`config.mk`:
```
export PLATFORM = sky130hd
export DESIGN_NAME = sparce_mem_cam
export DESIGN_NICKNAME = d
export VERILOG_FILES = /design/src/rtl/sparce_mem_cam.sv
export SDC_FILE = /design/constraint.sdc
export NUM_CORES = 2
export LEC_CHECK = 0
export ABC_CLOCK_PERIOD_IN_PS = 5100
export CELL_PAD_IN_SITES_DETAIL_PLACEMENT = 1
export CELL_PAD_IN_SITES_GLOBAL_PLACEMENT = 2
export CORE_ASPECT_RATIO = 0.7
export CORE_MARGIN = 1.5
export CORE_UTILIZATION = 40
export DETAILED_ROUTE_END_ITERATION = 12
export PLACE_DENSITY_LB_ADDON = 0.1
export SLEW_MARGIN = 25
export SYNTH_ARGS = -nofsm -noshare
export SYNTH_HDL_FRONTEND = slang
export SYNTH_SLANG_ARGS = --single-unit
```
`constraint.sdc`:
```
create_clock -name clk -period 5.1 [get_ports clk]
set_input_delay 0.51 -clock clk [delete_from_list [all_inputs] [get_ports clk]]
set_output_delay 0.51 -clock clk [all_outputs]
set_load 0.01 [all_outputs]
```
`src/rtl/sparce_mem_cam.sv`:
```
// Fully associative sparse memory: ENTRIES tagged slots with byte-enabled writes,
// registered reads with hit flag, explicit release, occupancy and overflow error.
module sparce_mem_cam #(
  parameter int         ADDR_WIDTH = 32,
  parameter int         BC         = 4,
  parameter int         ENTRIES    = 16,
  parameter logic [7:0] FILL_BYTE  = 8'h00,
  localparam int        CW         = $clog2(ENTRIES + 1)
) (
  input  logic                  clk,
  input  logic                  nrst,
  input  logic                  cs,
  input  logic                  we,
  input  logic [BC-1:0]         be,
  input  logic [ADDR_WIDTH-1:0] write_address,
  input  logic [BC*8-1:0]       write_data,
  input  logic                  re,
  input  logic [ADDR_WIDTH-1:0] read_address,
  output logic [BC*8-1:0]       read_data,
  output logic                  read_valid,
  output logic                  read_hit,
  input  logic                  free_req,
  input  logic [ADDR_WIDTH-1:0] free_address,
  output logic [CW-1:0]         used_count,
  output logic                  full,
  output logic                  wr_err
);

  localparam logic [BC*8-1:0] FILL_WORD = {BC{FILL_BYTE}};

  logic [ENTRIES-1:0]    r_valid;
  logic [ADDR_WIDTH-1:0] r_tag  [ENTRIES];
  logic [BC*8-1:0]       r_data [ENTRIES];
  logic [BC*8-1:0]       r_read_data;
  logic                  r_read_valid;
  logic                  r_read_hit;
  logic [CW-1:0]         r_used_count;
  logic                  r_full;
  logic                  r_wr_err;

  logic                  w_acc;
  logic [ENTRIES-1:0]    w_wr_match;
  logic [ENTRIES-1:0]    w_fr_match;
  logic [ENTRIES-1:0]    w_rd_match;
  logic [ENTRIES-1:0]    w_alloc_oh;
  logic                  w_found;
  logic [BC*8-1:0]       w_rd_data;
  logic                  w_do_wr;
  logic                  w_wr_hit;
  logic                  w_alloc;
  logic                  w_drop;
  logic                  w_do_free;
  logic [CW-1:0]         w_used_next;

  always_comb begin
    w_wr_match = '0;
    w_fr_match = '0;
    w_rd_match = '0;
    w_alloc_oh = '0;
    w_found    = 1'b0;
    w_rd_data  = '0;
    for (int i = 0; i < ENTRIES; i++) begin
      w_wr_match[i] = r_valid[i] && (r_tag[i] == write_address);
      w_fr_match[i] = r_valid[i] && (r_tag[i] == free_address);
      w_rd_match[i] = r_valid[i] && (r_tag[i] == read_address);
      if (w_rd_match[i]) w_rd_data = w_rd_data | r_data[i];
      // Allocation only sees slots free before this edge; a same-cycle release is not reusable.
      if (!r_valid[i] && !w_found) begin
        w_alloc_oh[i] = 1'b1;
        w_found       = 1'b1;
      end
    end
  end

  assign w_acc       = ~cs;
  assign w_do_wr     = w_acc & we;
  assign w_wr_hit    = |w_wr_match;
  assign w_alloc     = w_do_wr & ~w_wr_hit & w_found;
  assign w_drop      = w_do_wr & ~w_wr_hit & ~w_found;
  // A write to the address being freed takes precedence over the release.
  assign w_do_free   = w_acc & free_req & (|w_fr_match) &
                       ~(w_do_wr & (free_address == write_address));
  assign w_used_next = r_used_count + CW'(w_alloc) - CW'(w_do_free);

  always_ff @(posedge clk or negedge nrst) begin
    if (!nrst) begin
      r_valid <= '0;
    end else begin
      for (int i = 0; i < ENTRIES; i++) begin
        if (w_alloc && w_alloc_oh[i])          r_valid[i] <= 1'b1;
        else if (w_do_free && w_fr_match[i])   r_valid[i] <= 1'b0;
      end
    end
  end

  always_ff @(posedge clk) begin
    for (int i = 0; i < ENTRIES; i++) begin
      if (w_alloc && w_alloc_oh[i]) begin
        r_tag[i] <= write_address;
        for (int b = 0; b < BC; b++)
          r_data[i][b*8 +: 8] <= be[b] ? write_data[b*8 +: 8] : FILL_BYTE;
      end else if (w_do_wr && w_wr_match[i]) begin
        for (int b = 0; b < BC; b++)
          if (be[b]) r_data[i][b*8 +: 8] <= write_data[b*8 +: 8];
      end
    end
  end

  always_ff @(posedge clk or negedge nrst) begin
    if (!nrst) begin
      r_read_data  <= FILL_WORD;
      r_read_valid <= 1'b0;
      r_read_hit   <= 1'b0;
      r_used_count <= '0;
      r_full       <= 1'b0;
      r_wr_err     <= 1'b0;
    end else begin
      r_read_valid <= w_acc & re;
      if (w_acc && re) begin
        r_read_hit  <= |w_rd_match;
        r_read_data <= (|w_rd_match) ? w_rd_data : FILL_WORD;
      end
      r_used_count <= w_used_next;
      r_full       <= (w_used_next == CW'(ENTRIES));
      r_wr_err     <= w_drop;
    end
  end

  assign read_data  = r_read_data;
  assign read_valid = r_read_valid;
  assign read_hit   = r_read_hit;
  assign used_count = r_used_count;
  assign full       = r_full;
  assign wr_err     = r_wr_err;

endmodule

```
### Word-level counts from Yosys, hierarchy flattened

Memories as Yosys holds them, arrays and structs flattened.
Index checks and enable logic that the tools add are counted.

* bitwise logic cells: 92
* reductions and logical operators: 175
* add/subtract/negate cells: 2
* muxes and demuxes: 421
* eq/ne operators: 50

Operators with widths (count)
* == test 32 bit: 49
* two-way mux 32 bit: 32
* two-way mux 8 bit: 68
* OR 32 bit: 15
* OR reduction 32 bit: 15
* two-way mux 1 bit: 306
* logical AND 1 bit: 112
* OR 1 bit: 64
* two-way mux 4 bit: 15
* OR reduction 16 bit: 3
* nonzero test 2 bit: 16
* zero test 1 bit: 29
* AND 1 bit: 9
* adder 5 x 1 -> 5 bit: 1
* == test 5 bit (second input constant): 1
* subtractor 5 x 1 -> 5 bit: 1
* inverter 1 bit: 4

* bits in writable memories: 1024
* bits of input ports: 138
* flip-flop bits (word level): 57
* output and inout bits: 41
* memories: 2

Memory list
* r_data: words 16, width 32, read ports 16, clocked after Yosys merged registers in 0, wr ports 16, line 33 `logic [BC*8-1:0] r_data [ENTRIES];`
* r_tag: words 16, width 32, read ports 16, clocked after Yosys merged registers in 0, wr ports 1, line 32 `logic [ADDR_WIDTH-1:0] r_tag [ENTRIES];`

### Logic depth before layout (Yosys ltp)

* depth in word-level cells: 65
* gate-level depth with buffers: 22

### Least setup slack after synthesis

OpenSTA, ideal clock, no wires.

* kind: input-to-reg
* start point: input port write_address[18]
* end point: memory r_tag[7][0] (netlist: r_tag[0][224]), enable pin
* path slack: -0.884 ns
* required time: 4.598 ns
* path buffers: 3
* setup time: 0.502 ns
* stages on the path: 10
* data arrival time: 5.483 ns
* cells stage by stage: clkbuf_1 buf_2 xor2_1 nor3_1 nand4_1 nand4_1 nor4_1 nand2_1 clkbuf_1 nor4_1

* longest elaborated chain between the ends: 25

Ends and longest elaborated chain
* start: declaration: line 15 `input logic [ADDR_WIDTH-1:0] write_address,`
* == test 32 bit: line 63 `w_wr_match[i] = r_valid[i] && (r_tag[i] == write_address);`
* logical AND 1 bit: line 63
* OR reduction 16 bit (*): line 77 `assign w_wr_hit = |w_wr_match;`
* inverter 1 bit (*): line 78 `assign w_alloc = w_do_wr & ~w_wr_hit & w_found;`
* AND 1 bit (*) (2 in a row): line 78
* logical AND 1 bit: line 98 `if (w_alloc && w_alloc_oh[i]) begin`
* two-way mux 1 bit: line 98
* two-way mux 1 bit (implied by the code): line 99 `r_tag[i] <= write_address;`
* OR reduction 32 bit (no source line)
* two-way mux 4 bit (no source line) or two-way mux 1 bit (tied branches) (15 in a row)
* end: declaration: line 32

Every way passes the cells marked *; elsewhere a longest branch is shown, timed or not.

==> impl_metrics.sql <==
INSERT INTO impl_metrics (metric_group, metric, value, unit) VALUES
('power_and_ir_drop', 'leakage', '21.6', 'nW'),
('power_and_ir_drop', 'seqPwrFrac', '46.7', '%'),
('sta', 'finalCritPeriodShare', '94.4', '%'),
('route', 'via_count', '41900', ''),
('global_route', 'pin_count_of_the_biggest_net_entering_global_routing', '58', ''),
('floorplanning', 'core', '138000', 'sq um'),
('setup_path', 'setup.worst_path.class', 'flop to flop', ''),
('floorplanning', 'floorplan.die.width', '448', 'um'),
('finish', 'total_area_of_multi_input_combinational_cells', '22400', 'sq um'),
('global_route', 'via_count_of_the_first_global_routing_pass', '40400', ''),
('setup_path', 'largest_delay_share_family_worst_path', 'simple AND/OR/NAND/NOR gates', ''),
('power_and_ir_drop', 'vdd_ir_drop_max', '0.000277', 'V'),
('route', 'drt_pass1_iterations', '6', ''),
('yosys', 'postSynthRegisterBits', '1081', ''),
('finish', 'n_fill_cell', '13900', ''),
('yosys', 'syn-cell-area', '55400', 'sq um'),
('finish', 'nNetsFinal', '4769', ''),
('power_and_ir_drop', 'p_int', '16.0', 'mW'),
('floorplanning', 'floorplan.initialDensity', '40.2', '%'),
('yosys', 'synthFlopType', 'sky130_fd_sc_hd__edfxtp_1', ''),
('min_path', 'worst_min_delay_path_class', 'input pin to flop', ''),
('sta', 'hold-worst-slack', '0.0597', 'ns'),
('finish', 'area_growth', '19.1', '%'),
('sta', 'setup_violations', '0', ''),
('yosys', 'ys_warn_count', '0', ''),
('setup_path', 'critical_path.cell_chain', 'xor2_1 > nor4_1 > and3_1 > nand3_1 > buf_12 > o2111ai_1 > nor3_1 > nand2_4 > or2_2 > ha_1 > inv_1 > ha_1 > inv_1 > fa_1 > inv_1 > a21o_1 > a21oi_1 > xnor2_1 > nand2_1 > nor2_1', ''),
('finish', 'final_layout_size_suffix_gt1_share', '15.5', '%'),
('clocking', 'clock_insertion_delay_worst_skew', '0.79', 'ns'),
('setup_path', 'crit_path_max_incr_delay', '0.72', 'ns'),
('setup_path', 'rr_endpoint', 'full$_DFF_PN0_', ''),
('global_route', 'global_route.usage.total', '39.0', '%'),
('clocking', 'path_clk_slew', '0.06', 'ns'),
('min_path', 'min_delay_worst_endpoint', 'r_tag[1][77]$_DFFE_PP_', ''),
('finish', 'layout_commonest_cell', 'sky130_fd_sc_hd__edfxtp_1', ''),
('power_and_ir_drop', 'sw_frac_of_total', '28.6', '%'),
('yosys', 'synthCells', '4231', ''),
('sta', 'tightestPinTransition', '1.20', 'ns'),
('power_and_ir_drop', 'pwr_density_cell', '339', 'nW/um^2'),
('finish', 'layout.cell_area.non_filler', '66000', 'sq um'),
('clocking', 'clock_tree.buffer_depth', '3', ''),
('route', 'vias_per_cell', '6.36', ''),
('sta', 'max_freq', '208', 'MHz'),
('sta', 'rsz0062_at_grt', 'false', ''),
('sta', 'clock_skew', '0.0487', 'ns'),
('power_and_ir_drop', 'fin_total_pwr', '22.4', 'mW'),
('yosys', 'synth_sequential_area_ratio', '58.0', '%'),
('floorplanning', 'die_area', '141000', 'sq um'),
('clocking', 'cts_sinks', '1081', ''),
('placed_design', 'dp_hpwl', '195000', 'um'),
('setup_path', 'cp_max_fo', '3', ''),
('global_route', 'grt_pass1_wl', '370000', 'um'),
('clocking', 'total_clock_buffers_created_by_cts', '111', ''),
('finish', 'regArea', '32200', 'sq um'),
('finish', 'most-common-layout-cells', 'sky130_fd_sc_hd__edfxtp_1 (1024), sky130_fd_sc_hd__xnor2_1 (825), sky130_fd_sc_hd__xor2_1 (733)', ''),
('status', 'status', 'finished, final reports clean', ''),
('setup_path', 'cp_num_buf_inv', '4', ''),
('finish', 'layout.core_utilization', '47.9', '%'),
('yosys', 'synth_enable_flop_cells', '1024', ''),
('clocking', 'count_of_h_tree_levels_built_during_cts', '3', ''),
('yosys', 'postSynthNetCount', '4375', ''),
('min_path', 'worstHoldPathCells', '1', ''),
('setup_path', 'crit_path_top_delay_cell', 'sky130_fd_sc_hd__nor3_1', ''),
('placed_design', 'place_congestion', '0.984', ''),
('sta', 'finalHoldViolations', '0', ''),
('sta', 'final_critical_path_setup_slack', '0.285', 'ns'),
('route', 'drt_first_iter_violations', '6884', ''),
('setup_path', 'reg2reg_setup_slack', '0.29', 'ns'),
('yosys', 'synth.avg_cell_area', '13.1', 'sq um'),
('yosys', 'async_reset_ff_share', '5.27', '%'),
('setup_path', 'worst_setup_path_end_kind', 'flop', ''),
('route', 'drc_errors', '0', '');
logic make-up after synthesis:
family	after synthesis	share of synthesized area, %
buffers and inverters	306	2.34
and+or+nand+nor	894	9.25
AOI/OAI and AO/OA	386	5.61
DFF	1081	58.0
xor gates and xnor gates	1558	24.6
adders and majority gates	6	0.149
final cells by class:
type	count	area share, %
Sequential cell	1081	48.7
Multi-Input combinational cell	2844	33.9
Timing Repair Buffer	558	7.94
Clock buffer	134	4.45
Tap cell	1856	3.52
Clock inverter	74	1.24
Inverter	29	0.165
Antenna cell	5	0.0190
through the flow:
stage	instances	TNS, ns
4_1_cts	6576	0
2_1_floorplan	4231	0
3_3_place_gp	6364	-0.213
6_report	6581	0
3_5_place_dp	6366	-0.0999
5_1_grt	6578	0
metal layers:
layer  up-vias  wire length [um]  GRT usage, %
met2      2799            113000          54.3
met5         -                 9             0
li1      16400                 -             -
met3       484             31800          10.2
met1     22200            123000          59.2
met4         2              8980          10.7
Yosys cell counts, types with 29 or more instances:
cell type	count	area, sq um
sky130_fd_sc_hd__edfxtp_1	1024	30700
sky130_fd_sc_hd__a221oi_1	121	1060
sky130_fd_sc_hd__and2_1	33	206
sky130_fd_sc_hd__and4_1	33	289
sky130_fd_sc_hd__nor4_1	223	1400
sky130_fd_sc_hd__nand3_1	73	365
sky130_fd_sc_hd__dfrtp_1	57	1430
sky130_fd_sc_hd__nand2_1	145	544
sky130_fd_sc_hd__nor2_1	41	154
sky130_fd_sc_hd__o21ai_0	43	215
sky130_fd_sc_hd__o31ai_1	30	225
sky130_fd_sc_hd__nor3_1	57	285
sky130_fd_sc_hd__xor2_1	733	6420
sky130_fd_sc_hd__buf_2	103	515
sky130_fd_sc_hd__inv_1	29	109
sky130_fd_sc_hd__nand4_1	226	1410
sky130_fd_sc_hd__a22o_1	122	1070
sky130_fd_sc_hd__xnor2_1	825	7230
sky130_fd_sc_hd__clkbuf_1	165	619
worst reg2reg max path: stages (launching register included):
cell and delay [ns]:
sky130_fd_sc_hd__edfxtp_1 0.60, sky130_fd_sc_hd__xor2_1 0.32, sky130_fd_sc_hd__nor4_1 0.18, sky130_fd_sc_hd__and3_1 0.22
sky130_fd_sc_hd__nand3_1 0.25, sky130_fd_sc_hd__buf_12 0.17, sky130_fd_sc_hd__o2111ai_1 0.11, sky130_fd_sc_hd__nor3_1 0.72
sky130_fd_sc_hd__nand2_4 0.07, sky130_fd_sc_hd__or2_2 0.30, sky130_fd_sc_hd__ha_1 0.43, sky130_fd_sc_hd__inv_1 0.10
sky130_fd_sc_hd__ha_1 0.16, sky130_fd_sc_hd__inv_1 0.06, sky130_fd_sc_hd__fa_1 0.43, sky130_fd_sc_hd__inv_1 0.08
sky130_fd_sc_hd__a21o_1 0.11, sky130_fd_sc_hd__a21oi_1 0.07, sky130_fd_sc_hd__xnor2_1 0.19, sky130_fd_sc_hd__nand2_1 0.07
sky130_fd_sc_hd__nor2_1 0.09
power by group through the flow:
stage	Clock [mW]	Sequential [mW]	Combinational, mW
after floorplan	0	10.5	1.52
after CTS	8.70	10.4	3.21
after detailed placement	0	10.6	3.19
after global routing	8.98	10.5	3.39
final	8.64	10.5	3.31
after global placement	0	10.6	3.17
worst max path at each step:
| stage | start | to | slack, ns | depth (start not counted) |
|---|---|---|---|---|
| CTS | r_tag[1][70]$_DFFE_PP_ | full$_DFF_PN0_ | 0.36 | 19 |
| detailed placement | free_address[18] | full$_DFF_PN0_ | -0.1 | 22 |
| floorplan | write_address[18] | r_tag[1][64]$_DFFE_PP_ | 0.02 | 10 |
| global placement | free_address[29] | full$_DFF_PN0_ | -0.19 | 22 |
| global route | write_address[19] | full$_DFF_PN0_ | 0.16 | 23 |
| finish | r_tag[0][182]$_DFFE_PP_ | full$_DFF_PN0_ | 0.29 | 20 |
timing repair:
item	in CTS	in global routing
hold buffers	2	0
resized for setup	0	0
endpoints found under the hold margin	58	0
sequential cells by signal, summed over array words and instances (netlist names):
| register | flops |
|---|---|
| r_data | 512 |
| r_tag | 512 |
| read_data | 32 |
| r_valid | 16 |
| used_count | 5 |
| full | 1 |
| read_hit | 1 |
| read_valid | 1 |
| wr_err | 1 |
Note: power is estimated with default switching activity, not from simulation.
